$ cat src/rtl/neorv32_if.sv
// ---------------------------------------------------------------------------
// neorv32_if -- instruction fetch front end
//
// Issues sequential instruction-ROM reads from a PC register and hands the
// returned words to the decode stage over a valid/ready handshake. The ROM
// has one cycle of read latency. A one-entry skid buffer holds the word that
// arrives while decode is stalling. Execute can redirect fetch with jump_en_i.
// A redirect discards anything that is in flight or buffered.
//
// Ports
//   clk          clock, rising edge
//   rst          asynchronous reset, active high
//   jump_en_i    redirect request (taken branch/jump)
//   jump_addr_i  redirect target (low two bits ignored)
//   rom_en_o     ROM read strobe, one read per cycle it is high
//   rom_addr_o   ROM byte address (the PC register)
//   rom_data_i   ROM read data, valid the cycle after rom_en_o
//   inst_valid_o instruction available to decode
//   inst_ready_i decode accepts the instruction this cycle
//   inst_o       instruction word (NOP_INST when not valid)
//   inst_addr_o  byte address of inst_o (zero when not valid)
// ---------------------------------------------------------------------------
module neorv32_if #(
    parameter logic [31:0] RESET_PC = 32'h0000_0000,
    parameter logic [31:0] NOP_INST = 32'h0000_0013
) (
    input  logic        clk,
    input  logic        rst,
    input  logic        jump_en_i,
    input  logic [31:0] jump_addr_i,
    output logic        rom_en_o,
    output logic [31:0] rom_addr_o,
    input  logic [31:0] rom_data_i,
    output logic        inst_valid_o,
    input  logic        inst_ready_i,
    output logic [31:0] inst_o,
    output logic [31:0] inst_addr_o
);

    logic [31:0] pc;
    logic        req_vld;
    logic [31:0] req_addr;
    logic        skid_vld;
    logic [31:0] skid_inst;
    logic [31:0] skid_addr;
    logic        stall;

    assign rom_addr_o = pc;

    always_comb begin
        inst_valid_o = 1'b0;
        inst_o       = NOP_INST;
        inst_addr_o  = '0;
        if (skid_vld) begin
            inst_valid_o = 1'b1;
            inst_o       = skid_inst;
            inst_addr_o  = skid_addr;
        end else if (req_vld) begin
            inst_valid_o = 1'b1;
            inst_o       = rom_data_i;
            inst_addr_o  = req_addr;
        end
        // A redirect kills whatever is being presented this cycle.
        if (jump_en_i) begin
            inst_valid_o = 1'b0;
            inst_o       = NOP_INST;
            inst_addr_o  = '0;
        end
    end

    assign stall = inst_valid_o & ~inst_ready_i;

    // Issue is held off while stalled or while the skid holds a word, so at
    // most one word is ever outstanding and the skid cannot overflow.
    assign rom_en_o = ~rst & ~jump_en_i & ~skid_vld & ~stall;

    always_ff @(posedge clk or posedge rst) begin
        if (rst) begin
            pc        <= RESET_PC;
            req_vld   <= 1'b0;
            req_addr  <= '0;
            skid_vld  <= 1'b0;
            skid_inst <= '0;
            skid_addr <= '0;
        end else if (jump_en_i) begin
            pc       <= jump_addr_i & 32'hFFFF_FFFC;
            req_vld  <= 1'b0;
            skid_vld <= 1'b0;
        end else begin
            if (rom_en_o) begin
                req_addr <= pc;
                req_vld  <= 1'b1;
                pc       <= pc + 32'd4;
            end else begin
                req_vld <= 1'b0;
            end

            if (req_vld && !skid_vld && stall) begin
                skid_inst <= rom_data_i;
                skid_addr <= req_addr;
                skid_vld  <= 1'b1;
            end else if (skid_vld && inst_ready_i) begin
                skid_vld <= 1'b0;
            end
        end
    end

endmodule

$ cat config.mk
export PLATFORM = sky130hd
export DESIGN_NAME = neorv32_if
export DESIGN_NICKNAME = d
export VERILOG_FILES = /design/src/rtl/neorv32_if.sv
export SDC_FILE = /design/constraint.sdc
export NUM_CORES = 1
export LEC_CHECK = 0
export CORE_MARGIN = 4
export CORE_UTILIZATION = 50
export DETAILED_ROUTE_END_ITERATION = 12
export GPL_TIMING_DRIVEN = 0
export PLACE_DENSITY = 0.77
export RECOVER_POWER = 50
export SKIP_CTS_REPAIR_TIMING = 1
export SYNTH_ARGS = -nofsm -noshare
export SYNTH_HDL_FRONTEND = slang
export SYNTH_SLANG_ARGS = --single-unit
$ cat constraint.sdc
create_clock -name clk -period 5.2 [get_ports clk]
set_clock_uncertainty 0.05 [all_clocks]
set_input_delay 1.04 -clock clk [delete_from_list [all_inputs] [get_ports clk]]
set_output_delay 1.04 -clock clk [all_outputs]
set_load 0.1 [all_outputs]
==> results of run 1 <==
==> worst register-to-register path, cell delays in order (launching register included) <==
cell      delay, ns
dfrtp_1        0.37
clkbuf_1       0.27
nor3_1         0.98
clkbuf_1       0.53
mux2_2         0.41
==> final timing paths <==
path / end / slack, ns / cells past startpoint
max: inst_o[2] / 0.16 / 6
min: skid_addr[5] / 0.44 / 1
max reg2reg: skid_addr[2] / 2.47 / 4
min reg2reg: skid_addr[5] / 0.44 / 1
max in group asynchronous: req_addr[31] / 0.77 / 3
min in group asynchronous: skid_addr[26] / 1.85 / 2
==> cell families after synthesis <==
logic type                 count (synthesis)
other                                      1
adders and majority gates                  1
AOI/OAI and AO/OA                        125
and+or+nand+nor                          358
xor gates and xnor gates                   4
DFF                                      124
muxes                                     63
buffers and inverters                     65
==> through the flow <==
step	setup WS [ns]	hold WS [ns]	util (%)
4_1_cts	0.0757	0.442	71.0
3_3_place_gp	-0.904	0.418	65.7
6_report	0.157	0.443	71.6
2_1_floorplan	0.811	0.408	-
5_1_grt	0.0498	0.452	71.6
3_5_place_dp	0.0803	0.429	65.9
==> layout by cell type, fill, tap and decap left out, drive strengths merged, types with 5 or more instances in the layout <==
| cell | instances |
|---|---|
| dlymetal6s2s | 47 |
| o21ai | 25 |
| nor2b | 9 |
| clkdlybuf4s50 | 110 |
| bufinv | 5 |
| o211ai | 7 |
| nand3 | 18 |
| clkbuf | 51 |
| and3 | 6 |
| nand4 | 10 |
| a22oi | 16 |
| nor2 | 121 |
| nand2 | 168 |
| a31oi | 5 |
| inv | 5 |
| mux2 | 62 |
| a21oi | 53 |
| o311ai | 6 |
| buf | 30 |
| dfrtp | 124 |
| nor3 | 7 |
==> power by group through the flow <==
| stage | Sequential, W | Clock [W] | Combinational, W |
|---|---|---|---|
| 6_report | 0.00134 | 0.00128 | 0.000882 |
| 5_1_grt | 0.00137 | 0.00134 | 0.000940 |
| 4_1_cts | 0.00134 | 0.00129 | 0.000890 |
| 3_5_place_dp | 0.00135 | 0 | 0.000883 |
| 3_3_place_gp | 0.00133 | 0 | 0.000858 |
| 2_1_floorplan | 0.00148 | 0 | 0.000476 |
==> per-layer routing <==
layer | up-vias | share of wire, % | GRT usage, %
li1 | 2880 | - | -
met1 | 2999 | 42 | 34.4
met2 | 298 | 48 | 42.7
met3 | 34 | 7.7 | 6.41
met4 | 0 | 2.1 | 10.4
met5 | - | 0 | 0
==> state kept, by name, indices dropped and copies added (netlist names) <==
| signal | count |
|---|---|
| req_addr | 30 |
| req_vld | 1 |
| rom_addr_o | 30 |
| skid_addr | 30 |
| skid_inst | 32 |
| skid_vld | 1 |
==> area by class of cell <==
cell class	instances	area [µm²]	share of cell area, %
Sequential cell	124	3100	34.4
Multi-Input combinational cell	555	3070	34.0
Timing Repair Buffer	160	1710	19.0
Clock buffer	21	450	4.99
Buffer	59	264	2.92
Tap cell	172	215	2.38
Clock inverter	11	191	2.12
Inverter	6	23.8	0.263
==> flow_summary.toml, run 1 <==
[status]
status = "complete, but fails checks"
violations = "max-capacitance violations, max-slew violations"

[drt]
wl_per_cell_um = 17.5
vias = 6211
drt_iter0_drc = 428
routed_wl_mm = 19.3
drtAntennaViolNets = 0
post_drt_via_cell_ratio = 5.61
firstDrtPassIters = 5
drc = 0

[pwr]
p_int_w = 0.00234
powerDensity_nw_per_um2 = 389
swShare_pct = 33.4
total_power_w = 0.00351
p_leak_nw = 4.71
switching_power_w = 0.00117
ir_drop_uv = 215
seqPwrFrac_pct = 38.3
pwr-share-clk_pct = 36.6
pwr-share-comb_pct = 25.1

[worst_setup_path]
crit_fanout = 10
critPathLaunchType = "primary input"
critical_path_arrival_ns = 3.95
cp_top_family = "buffers and inverters"
crit_slowest_cell = "clkdlybuf4s50_1"
crit_type = "in -> out"
worstPathRequired_ns = 4.11
r2r_start = "skid_vld"
slowest_delay_ns = 0.98
cp-startpoint = "jump_en_i"
cp-end-kind = "output port"
crit_chain = "clkdlybuf4s50_1, buf_2, buf_1, buf_1, nor2_1, clkdlybuf4s50_1"
path_buf_inv = 5

[synthesis]
synth_fa_ha_area_share_pct = 0.193
yosys_warnings = 0
synthMuxAreaShare_pct = 10.9
synth_compound_area_share_pct = 11.7
synthFlopType = "dfrtp_1"
yosys.area.top_type_share_pct = 48.0
synth_xor_area_share_pct = 0.542
synthTopCellsByCount = "nand2_1 (168), dfrtp_1 (124), nor2_1 (120), mux2_2 (56), a21oi_1 (53)"
synth_top_family_by_area = "simple AND/OR/NAND/NOR gates"
netlist-cell-type-count = 49
ys_seq_area_share_pct = 48.0
synth.avg_cell_area_um2 = 8.73
syn-instance-count = 741
synth_edf_count = 0
mappedNetlistArea_um2 = 6470
synthSimpleGateAreaFrac_pct = 24.0
ys_ff_latch = 124
synthTopCellsByArea = "dfrtp_1 (48%), mux2_2 (9.8%), nand2_1 (9.8%), nor2_1 (7.0%), a21oi_1 (4.1%)"
synth-async-reset-ratio_pct = 100
yosysMostFrequentCell = "nand2_1"
synth_top_area_cell = "dfrtp_1"

[sta]
fmax_mhz = 198
finalSetupViolations = 0
relSlewSlack_pct = -81.1
worst_slew_pin_slew_ns = 2.70
hold_violations = 0
min_period_ns = 5.04
setup_tns_ns = 0
post-route-period-util_pct = 97.0
slew_violations = 127
rsz0062_at_grt = "no"

[clock_network]
htree_num_levels = 4
cts_root_buffer = "clkbuf_16"
clock_sinks = 124
cts_buffer_depth = 2
cts_tree = "built"
clkLatencyLatePin_ns = 0.42
cts_buffers = 17
clk_pin_slew_ns = 0.05

[floorplan]
dieArea_um2 = 14800
die_y_um = 122
start_util_pct = 51.2
core_area_um2 = 12600
row_count = 41
die_w_um = 122
ioPinCount = 166

[cells_and_area]
drive_gt1_share_pct = 12.0
area_growth_pct = 39.6
n_fill_cell = 963
n_antenna_cell = 0
final_nets = 992
fin_cells = 1108
fin_area_um2 = 9030

[placed_design]
place_area_um2 = 8320
place_inst = 1076
gp_congestion = 0.883
place.port_buffers = 159
place_hpwl_mm = 13.8

[grt]
grt_max_degree = 65
grt_first_pass_wirelength_mm = 31.2
antenna_found_initial = 0
grt_overflow = 0
grt_pass1_vias = 6262
grt_use_total_pct = 26.4

[run]
max-cap-violations = 2

[worst_hold_path]
min_from = "skid_addr[5]"
hp-class = "reg -> reg"
(Power assumes the default switching activity.)
==> run 2, diff against run 1 <==
ABC_AREA = 1   (was not set)
==> run 2 against run 1 <==
The run still ends with max-capacitance violations, max-slew violations left; clock power hardly changed; core utilization is 2.1 points lower; sequential share of layout area is 0.50 points lower; sequential power shrank 4%; largest cell class unchanged.
==> flow_summary.toml, run 2 <==
[status]
status = "complete, but fails checks"
violations = "max-capacitance violations, max-slew violations"

[synthesis]
synth_fa_ha_area_share_pct = 0.186
yosys_warnings = 0
yosysMostFrequentCell = "nand2_1"
mappedNetlistArea_um2 = 6710
synthFlopType = "dfrtp_1"
synthTopCellsByArea = "dfrtp_1 (46%), nand2_1 (23%), nand3_1 (8.7%), a21oi_1 (4.7%), inv_1 (3.3%)"
synth_compound_area_share_pct = 8.60
ys_ff_latch = 124
synthSimpleGateAreaFrac_pct = 36.0
synth_edf_count = 0
synth.avg_cell_area_um2 = 7.05
ys_seq_area_share_pct = 46.3
netlist-cell-type-count = 29
synth_top_family_by_area = "simple AND/OR/NAND/NOR gates"
synthTopCellsByCount = "nand2_1 (419), dfrtp_1 (124), nand3_1 (116), a21oi_1 (63), inv_1 (59)"
synth-async-reset-ratio_pct = 100
synth_top_area_cell = "dfrtp_1"
yosys.area.top_type_share_pct = 46.3
synth_xor_area_share_pct = 0.522
synthMuxAreaShare_pct = 0
syn-instance-count = 951

[cells_and_area]
largest_reg_flops = 32
largest-register = "skid_inst"
final_common_cell = "nand2_1"
final_nets = 1202
final_cell_mix = "nand2_1 (420), clkdlybuf4s50_1 (157), dfrtp_1 (124)"
n_antenna_cell = 0
area_growth_pct = 36.6
drive_gt1_share_pct = 6.82

[clock_network]
cts_tree = "built"
cts_buffers = 17
cts_buffer_depth = 2
htree_num_levels = 4
clkLatencyLatePin_ns = 0.41
cts_root_buffer = "clkbuf_16"
clk_pin_slew_ns = 0.05
clock_sinks = 124

[worst_setup_path]
critPathCapture = "rom_en_o"
worstPathRequired_ns = 4.11
critical_path_arrival_ns = 3.69
crit_fanout = 10
crit_type = "in -> out"
r2r-end = "rom_addr_o[28]"
r2r_slack_ns = 3.21
r2r.worst_path.cells = 10
critPathLaunchType = "primary input"
cp-startpoint = "jump_en_i"
r2r_start = "skid_vld"
cp-end-kind = "output port"

[floorplan]
die_w_um = 124
core_area_um2 = 13200
die_y_um = 124
row_count = 42
ioPinCount = 166
start_util_pct = 50.9
dieArea_um2 = 15300

[drt]
post_drt_via_cell_ratio = 5.20
firstDrtPassIters = 5
drt_iter0_drc = 528
drc = 0
vias = 6868
wl_per_cell_um = 15.2
drtAntennaViolNets = 0
routed_wl_mm = 20.0

[placed_design]
post-place-ws_ns = 0.627
gp_congestion = 0.872
place.port_buffers = 159
place_hpwl_mm = 14.2

[grt]
antenna_found_initial = 0
grtUsageMet2_pct = 43.8
grt_pass1_vias = 6585
grt-busiest-layer = "met2"
grt_max_degree = 75
grt_use_total_pct = 26.5
grt_util_met3_pct = 5.31
grt_first_pass_wirelength_mm = 31.9
gr-usage-met1_pct = 35.2
grt_overflow = 0

[pwr]
p_leak_nw = 4.29
powerDensity_nw_per_um2 = 378
ir_drop_uv = 197

[sta]
relSlewSlack_pct = -56.8
worst_slew_pin_slew_ns = 2.34
fmax_mhz = 209
post-route-period-util_pct = 92.0
whs_ns = 0.417
finalSetupViolations = 0
slew_violations = 51
hold_violations = 0
rsz0062_at_grt = "no"
min_period_ns = 4.78
worst_slack_ns = 0.418
setup_tns_ns = 0

[worst_hold_path]
hp-class = "reg -> reg"

[run]
max-cap-violations = 1
## run 2: cell count changes in the layout (fill, tap and decap cells not counted), sizes merged, moves of 19 or more
cell,delta
nor2,-80
dlymetal6s2s,-47
nand2,+253
nand3,+99
clkdlybuf4s50,+47
inv,+57
o21ai,+19
mux2,-62
## run 2: logic make-up (layout without fill, tap and decap cells)
group | after synthesis | in the layout
flops | 124 | 124
buf+inv | 122 | 312
compound gates | 113 | 113
xor+xnor | 4 | 4
fa+ha+maj | 1 | 1
simple gates | 586 | 586
other cells | 1 | 4
## run 2: how the worst min path moves through the flow
stage / from / to / slack, ns / cells after the start
3_3_place_gp: skid_addr[11] / skid_addr[11] / 0.40 / 2
2_1_floorplan: skid_addr[10] / skid_addr[10] / 0.39 / 2
5_1_grt: skid_addr[26] / skid_addr[26] / 0.44 / 2
4_1_cts: skid_inst[12] / skid_inst[12] / 0.42 / 2
6_report: skid_inst[30] / skid_inst[30] / 0.42 / 2
3_5_place_dp: skid_inst[12] / skid_inst[12] / 0.41 / 2
## run 2: critical path, stage by stage
cell	delay, ns
dlygate4sd3_1	0.58
inv_1	0.19
nand3_1	0.17
nand2_1	0.16
buf_6	0.18
buf_2	0.18
inv_1	0.07
clkdlybuf4s50_1	1.12
## run 2: power breakdown
group          switching [W]  leakage [nW]  internal, W
Sequential          0.000148          1.58      0.00114
Combinational       0.000638          2.40     0.000249
Clock               0.000414         0.310     0.000868
Total                0.00120          4.29      0.00226
## run 2: final cells by class
| cell class | instances | area (µm²) |
|---|---|---|
| Buffer | 59 | 310 |
| Timing Repair Buffer | 160 | 1620 |
| Clock buffer | 22 | 464 |
| Sequential cell | 124 | 3100 |
| Fill cell | 1147 | 4030 |
| Tap cell | 176 | 220 |
| Multi-Input combinational cell | 708 | 3040 |
| Clock inverter | 8 | 165 |
| Inverter | 63 | 238 |
## run 2: through the flow
step | power (W) | cells | cell area [µm²] | util [%]
final | 0.00346 | 1320 | 9160 | 69.5
after global routing | 0.00360 | 1320 | 9160 | 69.5
after CTS | 0.00347 | 1320 | 9190 | 69.7
after detailed placement | 0.00218 | 1290 | 8560 | 64.9
after global placement | 0.00216 | 1289 | 8530 | 64.7
after floorplan | 0.00194 | 954 | 6720 | -
## run 2: routing by layer
metal / up-vias / part of all wire [%]
met5: - / 0
met4: 0 / 2.1
met1: 3208 / 43
li1: 3368 / -
met3: 31 / 7.2
met2: 261 / 48
==> run 3, diff against run 2 <==
clock period = 5 ns   (was 5.2 ns; I/O delays follow)
==> run 3 against run 2 <==
The flow still finishes with violations (max-capacitance violations, max-slew violations); first-iteration DRC count stayed put; global-route usage stayed put; critical path type unchanged; hold slack hardly changed; largest cell class unchanged; routed wire length hardly changed; critical path depth stayed put; clock power is 4% higher; sequential power is 4% higher.
==> flow_summary.toml, run 3 (synthesized netlist as in run 2, its figures left out) <==
[clock_network]
clk_pin_slew_ns = 0.05
cts_root_buffer = "clkbuf_16"
cts_buffers = 17
htree_num_levels = 4
cts_buffer_depth = 2
clkLatencyLatePin_ns = 0.41
cts_tree = "built"
clock_sinks = 124

[worst_hold_path]
min_from = "skid_inst[30]"
hp-class = "reg -> reg"

[sta]
setup_tns_ns = 0
rsz0062_at_grt = "no"
hold_violations = 0
fmax_mhz = 216
whs_ns = 0.417
slew_violations = 51
post-route-period-util_pct = 92.6
worst_slew_pin_slew_ns = 2.34
worst_slack_ns = 0.369
relSlewSlack_pct = -57.0
finalSetupViolations = 0
min_period_ns = 4.63

[drt]
drc = 0
firstDrtPassIters = 5
drt_iter0_drc = 528
post_drt_via_cell_ratio = 5.21
vias = 6873
drtAntennaViolNets = 0
wl_per_cell_um = 15.2
routed_wl_mm = 20.0

[grt]
grt_use_total_pct = 26.5
grt_max_degree = 75
grt_overflow = 0
grt_first_pass_wirelength_mm = 31.9
antenna_found_initial = 0
grt_pass1_vias = 6585

[pwr]
total_power_w = 0.00360
p_leak_nw = 4.29
powerDensity_nw_per_um2 = 393
ir_drop_uv = 204

[status]
violations = "max-capacitance violations, max-slew violations"
status = "complete, but fails checks"

[worst_setup_path]
r2r_slack_ns = 3.00
critical_path_arrival_ns = 3.58
worstPathRequired_ns = 3.95
cp-startpoint = "jump_en_i"
crit_fanout = 10
cp-end-kind = "output port"
crit_type = "in -> out"
critPathLaunchType = "primary input"
r2r_start = "skid_vld"

[placed_design]
place_hpwl_mm = 14.2
post-place-ws_ns = 0.507
place.port_buffers = 159
place_inst = 1290
gp_congestion = 0.872

[floorplan]
row_count = 42
ioPinCount = 166
die_w_um = 124
start_util_pct = 50.9
die_y_um = 124
core_area_um2 = 13200
dieArea_um2 = 15300

[cells_and_area]
final_cell_mix = "nand2_1 (420), clkdlybuf4s50_1 (158), dfrtp_1 (124)"
fin_cells = 1320
n_fill_cell = 1147
area_growth_pct = 36.6
drive_gt1_share_pct = 6.82
largest_reg_flops = 32
final_nets = 1202
n_antenna_cell = 0
final_common_cell = "nand2_1"
largest-register = "skid_inst"

[run]
max-cap-violations = 1
## run 3: cell types whose count changed in the layout (fill, tap and decap cells not counted)
cell | before | now
dlygate4sd3_1 | 2 | 1
clkdlybuf4s50_1 | 157 | 158
## run 3: final cells by class
class	instances	area [µm²]	area share (%)
flip-flops and latches	124	3100	33.9
multi-input cells	708	3040	33.2
repair buffers	160	1620	17.7
clock buffers	22	464	5.07
plain buffers	59	310	3.39
inverters	63	238	2.59
well taps	176	220	2.40
clock inverters	8	165	1.80
## run 3: final timing paths
| check | end | depth (start not counted) |
|---|---|---|
| min in group asynchronous | skid_inst[22] | 2 |
| min | skid_inst[30] | 2 |
| max reg2reg | rom_addr_o[28] | 10 |
| max in group asynchronous | skid_addr[28] | 3 |
| max | rom_en_o | 8 |
| min reg2reg | skid_inst[30] | 2 |
## run 3: worst max-delay path, stage by stage
cell             delay [ns]
clkdlybuf4s50_1        0.51
inv_1                  0.18
nand3_1                0.17
nand2_1                0.16
buf_6                  0.18
buf_2                  0.18
inv_1                  0.07
clkdlybuf4s50_1        1.12
## run 3: per-layer routing
metal | track usage, % | share of wire, %
met1 | 35.2 | 43
met2 | 43.8 | 48
met3 | 5.31 | 7.2
met4 | 8.10 | 2.1
met5 | 0 | 0
## run 3: power breakdown
part | leakage (nW) | switching (W) | internal [W]
sequential | 1.58 | 0.000154 | 0.00119
clock | 0.310 | 0.000430 | 0.000903
combinational | 2.40 | 0.000663 | 0.000259
total | 4.29 | 0.00125 | 0.00235
## run 3: stage by stage
step                      area [µm²]  util, %
after floorplan                 6720        -
after global placement          8530     64.7
after detailed placement        8560     64.9
after CTS                       9190     69.7
after global routing            9160     69.5
final                           9160     69.5
